### src/rtl/dda_host_ctrl.sv
// Byte-command UART host for the Lorenz DDA core: loads the parameter file atomically,
// gates/re-initialises the DDA, and returns ACK/NAK replies and framed x/y/z snapshots.
module dda_host_ctrl #(
  parameter int                    REG_SIZE    = 14,
  parameter int                    OUT_SIZE    = 6,
  parameter logic [8*REG_SIZE-1:0] PARAM_INIT  = 112'hC000_14CD_7240_6A00_5555_7300_0400,
  parameter int                    TIMEOUT_CYC = 24000
) (
  input  logic                  clk,
  input  logic                  rst,
  input  logic                  rx_valid,
  input  logic [7:0]            rx_byte,
  input  logic                  rx_error,
  input  logic                  tx_busy,
  output logic                  tx_start,
  output logic [7:0]            tx_byte,
  input  logic [8*OUT_SIZE-1:0] state_in,
  output logic [8*REG_SIZE-1:0] params,
  output logic                  dda_en,
  output logic                  dda_init
);
  localparam int IDX_W    = $clog2(REG_SIZE);
  localparam int TMR_W    = $clog2(TIMEOUT_CYC + 1);
  localparam int FRM_SIZE = OUT_SIZE + 1;
  localparam int CNT_W    = $clog2(FRM_SIZE);

  localparam logic [7:0] CMD_W     = 8'h57;
  localparam logic [7:0] CMD_R     = 8'h52;
  localparam logic [7:0] CMD_S     = 8'h53;
  localparam logic [7:0] CMD_I     = 8'h49;
  localparam logic [7:0] CMD_D     = 8'h44;
  localparam logic [7:0] CMD_T     = 8'h54;
  localparam logic [7:0] BYTE_ACK  = 8'h06;
  localparam logic [7:0] BYTE_NAK  = 8'h15;
  localparam logic [7:0] BYTE_SYNC = 8'hA5;

  typedef enum logic {P_IDLE, P_PAYLOAD} p_state_t;
  typedef enum logic [1:0] {TX_IDLE, TX_SEND, TX_HOLD, TX_WAIT} tx_state_t;

  p_state_t              p_state_reg, p_state_next;
  logic [IDX_W-1:0]      idx_reg;
  logic [TMR_W-1:0]      timer_reg;
  logic [8*REG_SIZE-1:0] shadow_reg, shadow_next, params_reg;
  logic                  dda_en_reg, dda_init_reg;
  logic                  payload_wr, commit;
  logic                  set_ack, set_nak, set_dump;
  logic                  cmd_run, cmd_stop, cmd_init, cmd_toggle;

  tx_state_t             tx_state_reg, tx_state_next;
  logic                  ack_pend_reg, nak_pend_reg, dump_pend_reg, stream_reg;
  logic                  sel_nak, sel_ack, sel_frame;
  logic [8*FRM_SIZE-1:0] frame_reg;
  logic [CNT_W-1:0]      tx_cnt_reg, tx_last_reg;
  logic                  tx_start_reg;
  logic [7:0]            tx_byte_reg;

  always_comb begin
    p_state_next = p_state_reg;
    payload_wr   = 1'b0;
    commit       = 1'b0;
    set_ack      = 1'b0;
    set_nak      = 1'b0;
    set_dump     = 1'b0;
    cmd_run      = 1'b0;
    cmd_stop     = 1'b0;
    cmd_init     = 1'b0;
    cmd_toggle   = 1'b0;
    case (p_state_reg)
      P_IDLE: begin
        if (rx_error) set_nak = 1'b1;
        if (rx_valid) begin
          case (rx_byte)
            CMD_W:   p_state_next = P_PAYLOAD;
            CMD_R:   begin cmd_run    = 1'b1; set_ack = 1'b1; end
            CMD_S:   begin cmd_stop   = 1'b1; set_ack = 1'b1; end
            CMD_I:   begin cmd_init   = 1'b1; set_ack = 1'b1; end
            CMD_D:   set_dump = 1'b1;
            CMD_T:   begin cmd_toggle = 1'b1; set_ack = 1'b1; end
            default: set_nak = 1'b1;
          endcase
        end
      end
      P_PAYLOAD: begin
        // A framing error or a stalled sender abandons the whole write; params stay intact.
        if (rx_error || (!rx_valid && timer_reg == TMR_W'(TIMEOUT_CYC - 1))) begin
          set_nak      = 1'b1;
          p_state_next = P_IDLE;
        end else if (rx_valid) begin
          payload_wr = 1'b1;
          if (idx_reg == IDX_W'(REG_SIZE - 1)) begin
            commit       = 1'b1;
            set_ack      = 1'b1;
            p_state_next = P_IDLE;
          end
        end
      end
      default: p_state_next = P_IDLE;
    endcase
  end

  genvar gi;
  generate
    for (gi = 0; gi < REG_SIZE; gi++) begin : g_lane
      assign shadow_next[8*(REG_SIZE-1-gi) +: 8] =
        (payload_wr && idx_reg == IDX_W'(gi)) ? rx_byte : shadow_reg[8*(REG_SIZE-1-gi) +: 8];
    end
  endgenerate

  always_ff @(posedge clk) begin
    if (rst) begin
      p_state_reg  <= P_IDLE;
      idx_reg      <= '0;
      timer_reg    <= '0;
      shadow_reg   <= '0;
      params_reg   <= PARAM_INIT;
      dda_en_reg   <= 1'b1;
      dda_init_reg <= 1'b0;
    end else begin
      p_state_reg <= p_state_next;
      shadow_reg  <= shadow_next;
      if (p_state_reg == P_IDLE) idx_reg <= '0;
      else if (payload_wr)       idx_reg <= idx_reg + 1'b1;
      if (p_state_reg == P_IDLE || rx_valid) timer_reg <= '0;
      else                                   timer_reg <= timer_reg + 1'b1;
      // Commit takes the final byte straight from the lane mux so params switch in one edge.
      if (commit) params_reg <= shadow_next;
      if (cmd_run)       dda_en_reg <= 1'b1;
      else if (cmd_stop) dda_en_reg <= 1'b0;
      dda_init_reg <= cmd_init;
    end
  end

  always_comb begin
    tx_state_next = tx_state_reg;
    sel_nak       = 1'b0;
    sel_ack       = 1'b0;
    sel_frame     = 1'b0;
    case (tx_state_reg)
      TX_IDLE: begin
        if (nak_pend_reg)                      sel_nak   = 1'b1;
        else if (ack_pend_reg)                 sel_ack   = 1'b1;
        else if (dump_pend_reg || stream_reg)  sel_frame = 1'b1;
        if (nak_pend_reg || ack_pend_reg || dump_pend_reg || stream_reg) tx_state_next = TX_SEND;
      end
      TX_SEND: tx_state_next = TX_HOLD;
      TX_HOLD: tx_state_next = TX_WAIT;
      TX_WAIT: if (!tx_busy) tx_state_next = (tx_cnt_reg == tx_last_reg) ? TX_IDLE : TX_SEND;
      default: tx_state_next = TX_IDLE;
    endcase
  end

  always_ff @(posedge clk) begin
    if (rst) begin
      tx_state_reg  <= TX_IDLE;
      ack_pend_reg  <= 1'b0;
      nak_pend_reg  <= 1'b0;
      dump_pend_reg <= 1'b0;
      stream_reg    <= 1'b0;
      frame_reg     <= '0;
      tx_cnt_reg    <= '0;
      tx_last_reg   <= '0;
      tx_start_reg  <= 1'b0;
      tx_byte_reg   <= 8'h00;
    end else begin
      tx_state_reg  <= tx_state_next;
      // A request arriving in the same cycle it is serviced counts as a fresh request.
      nak_pend_reg  <= (nak_pend_reg  & ~sel_nak)   | set_nak;
      ack_pend_reg  <= (ack_pend_reg  & ~sel_ack)   | set_ack;
      dump_pend_reg <= (dump_pend_reg & ~sel_frame) | set_dump;
      if (cmd_toggle) stream_reg <= ~stream_reg;
      tx_start_reg <= (tx_state_reg == TX_SEND);
      if (sel_nak || sel_ack) begin
        frame_reg   <= {(sel_nak ? BYTE_NAK : BYTE_ACK), {(8*OUT_SIZE){1'b0}}};
        tx_last_reg <= '0;
        tx_cnt_reg  <= '0;
      end else if (sel_frame) begin
        frame_reg   <= {BYTE_SYNC, state_in};
        tx_last_reg <= CNT_W'(OUT_SIZE);
        tx_cnt_reg  <= '0;
      end else if (tx_state_reg == TX_SEND) begin
        tx_byte_reg <= frame_reg[8*FRM_SIZE-1 -: 8];
        frame_reg   <= frame_reg << 8;
      end else if (tx_state_reg == TX_WAIT && !tx_busy && tx_cnt_reg != tx_last_reg) begin
        tx_cnt_reg  <= tx_cnt_reg + 1'b1;
      end
    end
  end

  assign params   = params_reg;
  assign dda_en   = dda_en_reg;
  assign dda_init = dda_init_reg;
  assign tx_start = tx_start_reg;
  assign tx_byte  = tx_byte_reg;
endmodule

### config.mk
export PLATFORM = sky130hd
export DESIGN_NAME = dda_host_ctrl
export DESIGN_NICKNAME = d
export VERILOG_FILES = /design/src/rtl/dda_host_ctrl.sv
export SDC_FILE = /design/constraint.sdc
export NUM_CORES = 1
export LEC_CHECK = 0
export ABC_AREA = 1
export CORE_MARGIN = 2
export CORE_UTILIZATION = 35
export DETAILED_ROUTE_END_ITERATION = 10
export GPL_ROUTABILITY_DRIVEN = 0
export HOLD_SLACK_MARGIN = 0.15
export PLACE_DENSITY_LB_ADDON = 0.08
export REMOVE_ABC_BUFFERS = 1
export SETUP_SLACK_MARGIN = 0.3
export SYNTH_ARGS = -nofsm -noshare
export SYNTH_HDL_FRONTEND = slang
export SYNTH_SLANG_ARGS = --single-unit
### constraint.sdc
create_clock -name clk -period 1.5 [get_ports clk]
set_input_delay 0.3 -clock clk [delete_from_list [all_inputs] [get_ports clk]]
set_output_delay 0.3 -clock clk [all_outputs]
set_load 0.02 [all_outputs]
==> results of run 1 <==
==> layout by cell type, fill, tap and decap left out, types with 37 or more instances in the layout <==
cell type / count
nor2_2: 40
buf_4: 97
o21ai_0: 45
nor2_1: 222
dfxtp_1: 185
a31oi_1: 40
clkdlybuf4s50_1: 57
nand2_1: 320
o21ai_2: 58
a21oi_1: 58
o21ai_1: 80
a21oi_2: 37
inv_1: 101
clkbuf_16: 52
buf_12: 37
dfxtp_2: 125
buf_6: 145
==> worst reg2reg max path, stage by stage (launching register included) <==
cell and delay [ps]:
dfxtp_2 330, inv_4 70, ha_4 130, inv_4 50, nor3_4 230, buf_12 170, clkbuf_16 180, clkbuf_16 160
nor2_1 40, nor2_1 90, nand2_1 70, inv_1 50
==> synth_stat cells, types with 2 or more instances <==
cell	number
nand2_1	359
dfxtp_1	313
nor2_1	275
o21ai_0	141
inv_1	117
a21oi_1	95
o21ai_1	51
clkbuf_1	49
a31oi_1	41
nand3_1	36
buf_2	34
and2_1	17
buf_1	11
ha_1	9
o211ai_1	8
nor2_4	7
nor3_1	7
a211oi_1	6
inv_2	5
nand2_2	5
buf_4	4
nand4_1	3
o21a_1	3
or2_2	3
buf_6	2
clkinv_1	2
nand3_2	2
nand3b_1	2
nor3_4	2
==> per-stage QoR <==
| stage | cells | hold WS [ps] |
|---|---|---|
| floorplan | 1522 | 369 |
| global placement | 2283 | 446 |
| detailed placement | 2283 | 447 |
| CTS | 2360 | 182 |
| global route | 2401 | 187 |
| finish | 2401 | 178 |
==> worst max-delay path by stage <==
stage          cells past startpoint  slack [ps]    endpoint
3_3_place_gp                       9        -610  params[12]
6_report                          11        -110  params[66]
4_1_cts                            9         -40  params[76]
5_1_grt                           11        -190  params[66]
2_1_floorplan                      7       -3280  params[11]
3_5_place_dp                       9        -620  params[11]
==> cell families (layout without fill, tap and decap cells) <==
logic type	Yosys count	in the layout	synth area share
AOI/OAI and AO/OA	351	351	0.154
xor gates and xnor gates	1	1	0.000720
adders and majority gates	9	9	0.00926
buffers and inverters	226	546	0.0760
DFF	313	313	0.515
and+or+nand+nor	723	726	0.245
==> layout make-up <==
class                           instances  share of cell area
Sequential cell                       313               0.340
Multi-Input combinational cell       1087               0.316
Timing Repair Buffer                  364               0.226
Clock buffer                           50              0.0559
Tap cell                              455              0.0301
Inverter                              125              0.0256
Clock inverter                          7             0.00615
==> metal layers <==
| metal | up-vias | part of all wire |
|---|---|---|
| met2 | 233 | 0.48 |
| met5 | - | 0 |
| li1 | 5816 | - |
| met1 | 5345 | 0.45 |
| met4 | 0 | 0.021 |
| met3 | 50 | 0.050 |
==> power by group through the flow <==
stage                     registers (W)  logic, W  clock network, W
final                           0.00859   0.00271           0.00879
after global routing            0.00861   0.00296           0.00939
after global placement          0.00873   0.00243                 0
after CTS                       0.00859   0.00266           0.00900
after floorplan                 0.00881  0.000909                 0
after detailed placement        0.00873   0.00243                 0
==> what timing repair did <==
action / in CTS / in global routing
pin swaps: 31 / 54
setup buffers: 16 / 18
gates resized for setup: 989 / 288
hold buffers: 1 / 1
gates cloned: 3 / 22
endpoints found under the hold margin: 3 / 1
endpoints found under the setup margin: 431 / 435
==> results.yml, run 1 <==
floorplanning:
  start_util: 0.354
  coreArea_mm2: 0.0344
  io_pins: 184
  die_height_um: 190
  die_width_um: 190
  placement_rows: 68
  die_area_mm2: 0.0363
cts:
  cts_buffers: 37
  clkLatencyLatePin_ps: 520
  cts_max_path_buffers: 3
  cts_max_level: 2
  cts_sinks: 313
  cts_tree: "built"
  clk_pin_slew_worst_paths_ps: 60
  ctsRootBufferMaster: "clkbuf_16"
drt:
  dr.pass1.iters: 5
  totalWireLength_um: 37000
  route.detailed.drc: 0
  ant_nets: 0
  avgRoutedWirePerCell_um: 15.4
  vias_per_cell: 4.77
  drt-initial-drc-count: 472
  vias: 11444
pwr:
  power_density_mw_per_mm2: 1060
  p_comb_frac: 0.135
  power_switching_w: 0.00507
  power.share.clock: 0.437
  switching_share: 0.252
  peakVddDrop_uv: 757
  power_w: 0.0201
  p_leak_nw: 7.67
  p_seq_frac: 0.428
  p_int_w: 0.0150
finish:
  finalNetCount: 1998
  area_growth_pct: 55.5
  finish.instance_area_mm2: 0.0189
  largest_register_ffs: 112
  drive_above_1_share: 0.378
  multi_input_area_mm2: 0.00599
  layout.area.seq_mm2: 0.00643
  nFillCells: 3210
  diodes: 0
  fin_util: 0.550
status:
  status: "finished, violations left"
  violations: "negative setup slack"
setup_path:
  r2r_end: "params[66]"
  crit_chain: "inv_4 -> ha_4 -> inv_4 -> nor3_4 -> buf_12 -> clkbuf_16 -> clkbuf_16 -> nor2_1 -> nor2_1 -> nand2_1 -> inv_1"
  cp_top_family: "buffers and inverters"
  end_kind: "flip-flop"
  r2r-start: "idx_reg[1]"
  arrival_ps: 2070
  crit_type: "flip-flop to flip-flop"
  slowest_stage: "dfxtp_2"
  cp.required_ps: 1960
  reg2reg_depth: 11
  path_buf_inv: 6
  path_max_fanout: 7
  reg2reg_slack_ps: -110
  setup.worst_path.start: "idx_reg[1]"
  startpoint_type: "flip-flop"
  slowest_delay_ps: 330
synth:
  avgSynthCellArea_um2: 7.49
  synth.top_cell.area_share: 0.515
  synth_edf_count: 0
  yosysWarningCount: 0
  synth_area_mm2: 0.0122
  seq_area_frac_synth: 0.515
  synthFlopType: "dfxtp_1"
  yosysUniqueCellTypes: 43
  synth_top_cell_by_area: "dfxtp_1"
  postSynth.asyncResetShare: 0
  yosys-top-cells-area: "dfxtp_1 (52%), nand2_1 (11%), nor2_1 (8.5%)"
  synth_seq_cells: 313
  syn_inst: 1623
timing:
  hold_viol: 0
  rsz0062_at_grt: "yes"
  maxSlewViolCount: 0
  period_needed_ps: 1610
  slew_headroom: 0.740
  setup_viol: 74
  final.setup.tns_ps: -2240
  fmax_ghz: 0.621
  finalCritPeriodShare: 1.07
  tightest_slew_ps: 390
  skew_ps: 18.5
  setup_ws_ps: -110
global_route:
  met3_usage: 0.0377
  globalRouteMet2Util: 0.312
  grt_max_degree: 54
  grt_first_pass_wirelength_um: 54200
  gr-total-overflow: 0
  grt_pass1_vias: 10649
  grt_usage: 0.184
  busiest_layer: "met2"
  grt_antenna_before_repair: 0
  use_met1: 0.238
placed_design:
  place_ws_ps: -616
  place_area_mm2: 0.0155
  place_hpwl_um: 22000
  portBuffers: 183
min_path:
  whs_endpoint: "tx_cnt_reg[2]"
  min_path_type: "input port to flip-flop"
  hold_path_depth: 4
  min_from: "rst"
job:
  max-cap-violations: 0
Power figures use the tool's default switching activity.
==> run 2: changes to the inputs <==
- SLEW_MARGIN: not set -> 20
==> results of run 2 <==
Final layout, timing and power as in run 1 (identical DEF).
==> run 3: changes to the inputs <==
- CELL_PAD_IN_SITES_DETAIL_PLACEMENT: not set -> 0
- CELL_PAD_IN_SITES_GLOBAL_PLACEMENT: not set -> 1
==> run 3 against run 2 <==
  * The run still ends with negative setup slack left
  * Worst hold slack worse by 17 ps
  * Global-route usage is 0.38 points higher
  * Largest cell class unchanged
  * Total power hardly changed
  * Largest power group unchanged
  * Highest routed layer unchanged
  * Via count is 0.17% lower
  * Sequential power hardly changed
  * Routed wire length is 1.5% higher
  * Combinational power is 4% higher
  * Sequential cell count stayed put
  * Clock power is 1% lower
==> results.yml, run 3 (synthesis results as in run 1) <==
status:
  status: "finished, violations left"
  violations: "negative setup slack"
setup_path:
  reg2reg_slack_ps: -120
  cp.required_ps: 1940
  startpoint_type: "flip-flop"
  arrival_ps: 2060
  r2r-start: "p_state_reg"
  crit_type: "flip-flop to flip-flop"
  r2r_end: "params[29]"
  reg2reg_depth: 9
  end_kind: "flip-flop"
  path_max_fanout: 8
drt:
  drt-initial-drc-count: 470
  vias: 11424
  route.detailed.drc: 0
  totalWireLength_um: 37600
  vias_per_cell: 4.71
  avgRoutedWirePerCell_um: 15.5
  ant_nets: 0
  dr.pass1.iters: 5
cts:
  cts_buffers: 36
  clk_pin_slew_worst_paths_ps: 60
  cts_sinks: 313
  cts_tree: "built"
  cts_max_path_buffers: 3
  clkLatencyLatePin_ps: 510
  ctsRootBufferMaster: "clkbuf_16"
  cts_max_level: 2
pwr:
  power_density_mw_per_mm2: 1050
  peakVddDrop_uv: 709
  power_w: 0.0201
  p_leak_nw: 7.88
finish:
  area_growth_pct: 58.0
  final_cell_mix: "nand2_1 (316), nor2_1 (255), dfxtp_1 (180)"
  diodes: 0
  drive_above_1_share: 0.371
  largest_register_ffs: 112
  layout_commonest_cell: "nand2_1"
  finalNetCount: 2017
timing:
  setup_viol: 103
  rsz0062_at_grt: "yes"
  slew_headroom: 0.764
  skew_ps: 10.6
  hold_viol: 0
  setup_ws_ps: -119
  fmax_ghz: 0.618
  maxSlewViolCount: 0
  tightest_slew_ps: 354
  period_needed_ps: 1620
  final.setup.tns_ps: -4440
  finalCritPeriodShare: 1.08
min_path:
  hold_path_depth: 4
  whs_endpoint: "frame_reg[54]"
  min_path_type: "input port to flip-flop"
  min_from: "rst"
global_route:
  grt_max_degree: 47
  gr-total-overflow: 0
  grt_first_pass_wirelength_um: 55300
  grt_usage: 0.188
  grt_pass1_vias: 10536
  grt_antenna_before_repair: 0
  globalRouteMet2Util: 0.316
  met3_usage: 0.0423
  busiest_layer: "met2"
  use_met1: 0.243
floorplanning:
  die_width_um: 190
  die_area_mm2: 0.0363
  coreArea_mm2: 0.0344
  die_height_um: 190
  placement_rows: 68
  io_pins: 184
  start_util: 0.354
job:
  max-cap-violations: 0
placed_design:
  portBuffers: 183
  place_hpwl_um: 22600
  place_ws_ps: -584
## run 3: critical path: stages (launching register included)
cell and delay (ps):
dfxtp_2 350, nand3_4 90, buf_12 160, buf_8 130
nor3_4 240, buf_12 160, buf_12 150, buf_6 100
o21ai_2 50, o21ai_1 100
## run 3: repair_timing
action / CTS / global route
resized for setup: 998 / 273
hold buffers: 1 / 3
hold endpoints to repair: 3 / 3
pin swaps: 23 / 43
gates cloned: 7 / 19
buffers inserted: 13 / 31
setup endpoints to repair: 434 / 432
## run 3: metal layers
| layer | share of wire | wire length, µm |
|---|---|---|
| met5 | 0 | 0 |
| met4 | 0.030 | 1120 |
| met3 | 0.053 | 1980 |
| met2 | 0.47 | 17500 |
| met1 | 0.45 | 17000 |
## run 3: worst max path at each step
stage                      from    endpoint  slack, ps  depth (start not counted)
floorplan            idx_reg[1]  params[11]      -3280                          7
global placement       rx_error   params[8]       -570                         10
detailed placement     rx_error   params[8]       -580                         10
CTS                  idx_reg[0]  params[20]       -110                         10
global route         idx_reg[1]  params[52]       -200                         12
finish              p_state_reg  params[29]       -120                          9
## run 3: where the power goes
part           switching (W)  internal (W)  leakage, nW  total, W
sequential          0.000122       0.00848         2.56   0.00860
clock                0.00347       0.00518        0.586   0.00866
combinational        0.00161       0.00122         4.73   0.00283
## run 3: area by class of cell
| type | count | area, µm² |
|---|---|---|
| repair buffers | 384 | 4610 |
| well taps | 455 | 569 |
| fillers | 3209 | 15200 |
| clock buffers | 53 | 1090 |
| repair inverters | 1 | 6.26 |
| inverters | 125 | 512 |
| clock inverters | 10 | 82.6 |
| flip-flops and latches | 313 | 6440 |
| multi-input cells | 1086 | 5910 |
## run 3: metrics by stage
| stage | cell area, µm² | hold WS, ps | cells | util |
|---|---|---|---|---|
| 3_3_place_gp | 15600 | 434 | 2290 | 0.453 |
| 5_1_grt | 19200 | 165 | 2427 | 0.559 |
| 3_5_place_dp | 15600 | 444 | 2290 | 0.453 |
| 6_report | 19200 | 161 | 2427 | 0.559 |
| 2_1_floorplan | 11700 | 369 | 1522 | - |
| 4_1_cts | 17700 | 190 | 2374 | 0.515 |
==> RTL edit 1 (flow settings as in run 2) <==
Make the reset (`rst`) asynchronous in 2 clocked blocks.
--- a/src/rtl/dda_host_ctrl.sv
+++ b/src/rtl/dda_host_ctrl.sv
@@ -108,3 +108,3 @@
 
-  always_ff @(posedge clk) begin
+  always_ff @(posedge clk or posedge rst) begin
     if (rst) begin
@@ -151,3 +151,3 @@
 
-  always_ff @(posedge clk) begin
+  always_ff @(posedge clk or posedge rst) begin
     if (rst) begin
Check against the original RTL: differs if rst is asserted again (counterexample within 4 cycles, from zero or initial values and one cycle with rst high); with rst held inactive, the same outputs for 4 cycles.
==> RTL edit 1 against run 2 <==
  * The run still ends with negative setup slack left
  * Utilization rose by 1.4 points
  * Final area up 8.2%
  * Die area grew 5.0%
  * Worst setup slack worse by 0.078 ns
  * Count of clock-buffer cells in the layout up 4
  * Synthesized area is 5.1% higher
  * Clock skew fell by 0.0065 ns
  * Routed wire length grew 5.4%
  * Sequential cell count is the same
  * Synthesized cell count decreased by 16%
  * First-iteration DRC count fell by 4.2%
Power is not compared: it rests on default switching activity, and its combinational part moved more than twofold at a synthesized area within 25%.
==> RTL edit 1: results (changes against run 2) <==
| Metric | Value |
|---|---|
| Status | finished with violations (unchanged) |
| Failing checks | negative setup slack (unchanged) |
| Async set or reset register ratio after synthesis | 100% (was 0%) |
| DRT met1 WL | 17900 um (was 16600 um) |
| Master of the slowest instance on the critical path | dfrtp_1 (was dfxtp_2) |
| Cts repair resizes | 870 (was 989) |
| Post-Layout Cell Count | 2233 (was 2401) |
| Final Setup Violations | 217 (was 74) |
| Total setup buffers inserted after CTS | 37 (was 16) |
| Worst setup slack after layout | -0.188 ns (was -0.110 ns) |
| Vias per cell | 4.75 (was 4.77) |
| Met1 Track Usage GR | 27.2% (was 23.8%) |
| Final HPWL DP | 22900 um (was 22000 um) |
| WHS Endpoint | params[1] (was tx_cnt_reg[2]) |
| Placed cell area | 16200 um^2 (was 15500 um^2) |
| Clock Skew | 0.0119 ns (was 0.0185 ns) |
| Layout cell share with drive strength beyond 1 | 42.7% (was 37.8%) |
| Met2 routed WL | 19100 um (was 17800 um) |
| Drt pass-1 iters | 4 (was 5) |
| Worst R2R Setup Slack | -0.19 ns (was -0.11 ns) |
| # nets final | 1809 (was 1998) |
| # placed instances | 2073 (was 2283) |
| Met3 wire length | 1520 um (was 1870 um) |
| Final hold slack | 0.219 ns (was 0.178 ns) |
| DRT iter0 DRCs | 452 (was 472) |
| Hold-critical path depth | 3 (was 4) |
| Worst hold start | rx_byte[1] (was rst) |
| First-pass GRT wire length | 57900 um (was 54200 um) |
| WL final | 39000 um (was 37000 um) |
| GRT Total Usage | 19.2% (was 18.4%) |
| Delay of the slowest critical-path stage | 0.37 ns (was 0.33 ns) |
-- RTL edit 1: cell count changes in the layout (fill, tap and decap cells not counted), moves of 39 or more --
cell	run 2	this run
dfxtp_1	185	0
nand2_1	320	364
nand2_2	34	83
o21ai_2	58	18
dfxtp_2	125	0
dfrtp_1	0	277
nor2_1	222	93
a21oi_1	58	17
inv_1	101	49
a31oi_1	40	1
-- RTL edit 1: layout make-up --
cell class	instances	area (um^2)
Clock buffer	54	1090
Clock inverter	10	85.1
Fill cell	3239	15800
Inverter	72	319
Multi-Input combinational cell	912	5700
Sequential cell	313	7880
Tap cell	468	586
Timing Repair Buffer	404	4810
-- RTL edit 1: worst max path at each step --
stage,from,to,cells after the start
3_3_place_gp,rx_valid,params[34],10
2_1_floorplan,rst,ack_pend_reg,1
6_report,tx_state_reg[0],frame_reg[48],9
5_1_grt,tx_state_reg[0],frame_reg[48],9
3_5_place_dp,rx_valid,params[34],10
4_1_cts,tx_state_reg[0],frame_reg[48],9
-- RTL edit 1: cells by family (layout without fill, tap and decap cells) --
family | count (synthesis) | after routing | share of synthesized area, %
AOI/OAI and AO/OA | 217 | 217 | 9.52
buffers and inverters | 140 | 540 | 4.96
muxes | 21 | 21 | 1.64
adders and majority gates | 9 | 9 | 0.881
and+or+nand+nor | 661 | 662 | 21.2
DFF | 313 | 313 | 61.6
xor gates and xnor gates | 3 | 3 | 0.206
-- RTL edit 1: report_power, final --
group | internal [mW] | total (mW) | switching [mW] | leakage [nW]
Combinational | 2.83 | 5.84 | 3.00 | 5.34
Clock | 5.20 | 8.66 | 3.46 | 0.583
Sequential | 9.19 | 9.57 | 0.388 | 4.21
==> RTL edit 2 (config.mk and constraints of run 2) <==
Without the edit above. Change the parameter `OUT_SIZE` from 6 to 7.
--- a/src/rtl/dda_host_ctrl.sv
+++ b/src/rtl/dda_host_ctrl.sv
@@ -4,3 +4,3 @@
   parameter int                    REG_SIZE    = 14,
-  parameter int                    OUT_SIZE    = 6,
+  parameter int                    OUT_SIZE    = 7,
   parameter logic [8*REG_SIZE-1:0] PARAM_INIT  = 112'hC000_14CD_7240_6A00_5555_7300_0400,
Ports: changed (resized state_in); port bits go from 184 to 192. The function was not compared with the original's and may differ.
==> RTL edit 2 against run 2 <==
  * The run still ends with negative setup slack left
  * Worst setup slack worse by 0.060 ns
  * Final area up 9.9%
  * Clock skew shrank 0.0067 ns
  * Count of clock-buffer cells in the layout rose by 9
  * Power grew 15%
  * Sequential cell count up 8
  * Die area rose by 2.3%
  * Routed wire length increased by 12%
  * Sequential share of layout area fell by 2.3 points
  * Synthesized area grew 2.3%
  * Global-route usage grew 2.5 points
  * Largest power group unchanged
==> RTL edit 2: results (changes against run 2) <==
| Metric | Value |
|---|---|
| Setup TNS | -10.70 ns (was -2.24 ns) |
| Syn_area_per_cell | 7.47 um^2 (was 7.49 um^2) |
| Final hold slack | 0.163 ns (was 0.178 ns) |
| Sequential area share after synthesis | 51.6% (was 51.5%) |
| Worst setup slack after layout | -0.169 ns (was -0.110 ns) |
| DRT iter0 DRCs | 605 (was 472) |
| Placed cell area | 15700 um^2 (was 15500 um^2) |
| Setup crit start | tx_state_reg[0] (was idx_reg[1]) |
| Ant diodes | 0 (unchanged) |
| Worst reg-to-reg path cell count | 10 (was 11) |
| # port buffers | 191 (was 183) |
| Layout cell share with drive strength beyond 1 | 40.4% (was 37.8%) |
| Num CTS Buffers | 38 (was 37) |
| Post-Layout Cell Count | 2519 (was 2401) |
| CP Max Fanout | 6 (was 7) |
| Failing checks | negative setup slack (unchanged) |
| Post-synth top cells | nand2_1, dfxtp_1, nor2_1 (unchanged) |
| Status | finished with violations (unchanged) |
| Final HPWL DP | 22700 um (was 22000 um) |
| Number of distinct library cells after synthesis | 37 (was 43) |
| # placed instances | 2328 (was 2283) |
| Peak VDD IR | 0.752 mV (was 0.757 mV) |
| Vias in the first global route | 11300 (was 10600) |
| GRT Total Usage | 20.9% (was 18.4%) |
| Leak | 8.51 nW (was 7.67 nW) |
| WL final | 41600 um (was 37000 um) |
| Drt pass-1 iters | 4 (was 5) |
| # nets final | 2109 (was 1998) |
| Worst EP arrival | 2.11 ns (was 2.07 ns) |
| Hold-critical path depth | 3 (was 4) |
| Synth top area cells | dfxtp_1, nand2_1, nor2_1 (unchanged) |
| Filler instances | 3158 (was 3210) |
| Final Setup Violations | 198 (was 74) |
| Dpl ws | -0.558 ns (was -0.616 ns) |
| Ys Warns | 0 (unchanged) |
| Pin count of the biggest net entering global routing | 160 (was 54) |
| Slew HR | 50.3% (was 74.0%) |
## RTL edit 2: worst register-to-register path, delay by kind of cell, from the launching register on
kind                       cells  cell delay [ns]
AOI/OAI and AO/OA              2             0.30
adders and majority gates      1             0.18
buffers and inverters          4             0.49
DFF                            1             0.32
and+or+nand+nor                3             0.31
## RTL edit 2: logic make-up (layout without fill, tap and decap cells)
logic type / after synthesis / in the layout / synth area share [%]
xor gates and xnor gates: 4 / 4 / 0.282
adders and majority gates: 9 / 9 / 0.905
DFF: 321 / 321 / 51.6
buffers and inverters: 234 / 626 / 7.74
and+or+nand+nor: 739 / 739 / 24.1
AOI/OAI and AO/OA: 359 / 359 / 15.3
## RTL edit 2: layout make-up
type / count / share of cell area [%]
inverter: 128 / 2.55
sequential: 321 / 31.7
tap: 461 / 2.77
clock inverter: 8 / 0.692
multi-input combinational: 1111 / 30.4
timing repair buffer: 431 / 26.2
clock buffer: 59 / 5.65
## RTL edit 2: timing repair
action	4_1_cts	5_1_grt
gates cloned	28	15
pin swaps	35	45
hold buffers	0	0
setup buffers	44	37
endpoints found under the setup margin	439	441
resized for setup	1217	242
## RTL edit 2: layer usage
metal  global-route usage (%)  routed length, um  vias to the layer above
met4                     6.93               1140                        0
li1                         -                  -                     6110
met2                     35.7              20600                      262
met3                     4.86               2220                       67
met5                        0                  0                        -
met1                     25.9              17600                     5750
## RTL edit 2: worst max-delay path by stage
stage,endpoint,slack (ns)
floorplan,frame_reg[60],-2.23
global placement,params[20],-0.55
detailed placement,params[20],-0.56
CTS,params[14],-0.09
global route,frame_reg[56],-0.25
finish,frame_reg[56],-0.17
## RTL edit 2: power breakdown
part	switching [mW]	total (mW)	internal, mW
clock network	3.60	9.66	6.06
logic	2.35	4.70	2.35
registers	0.120	8.82	8.70
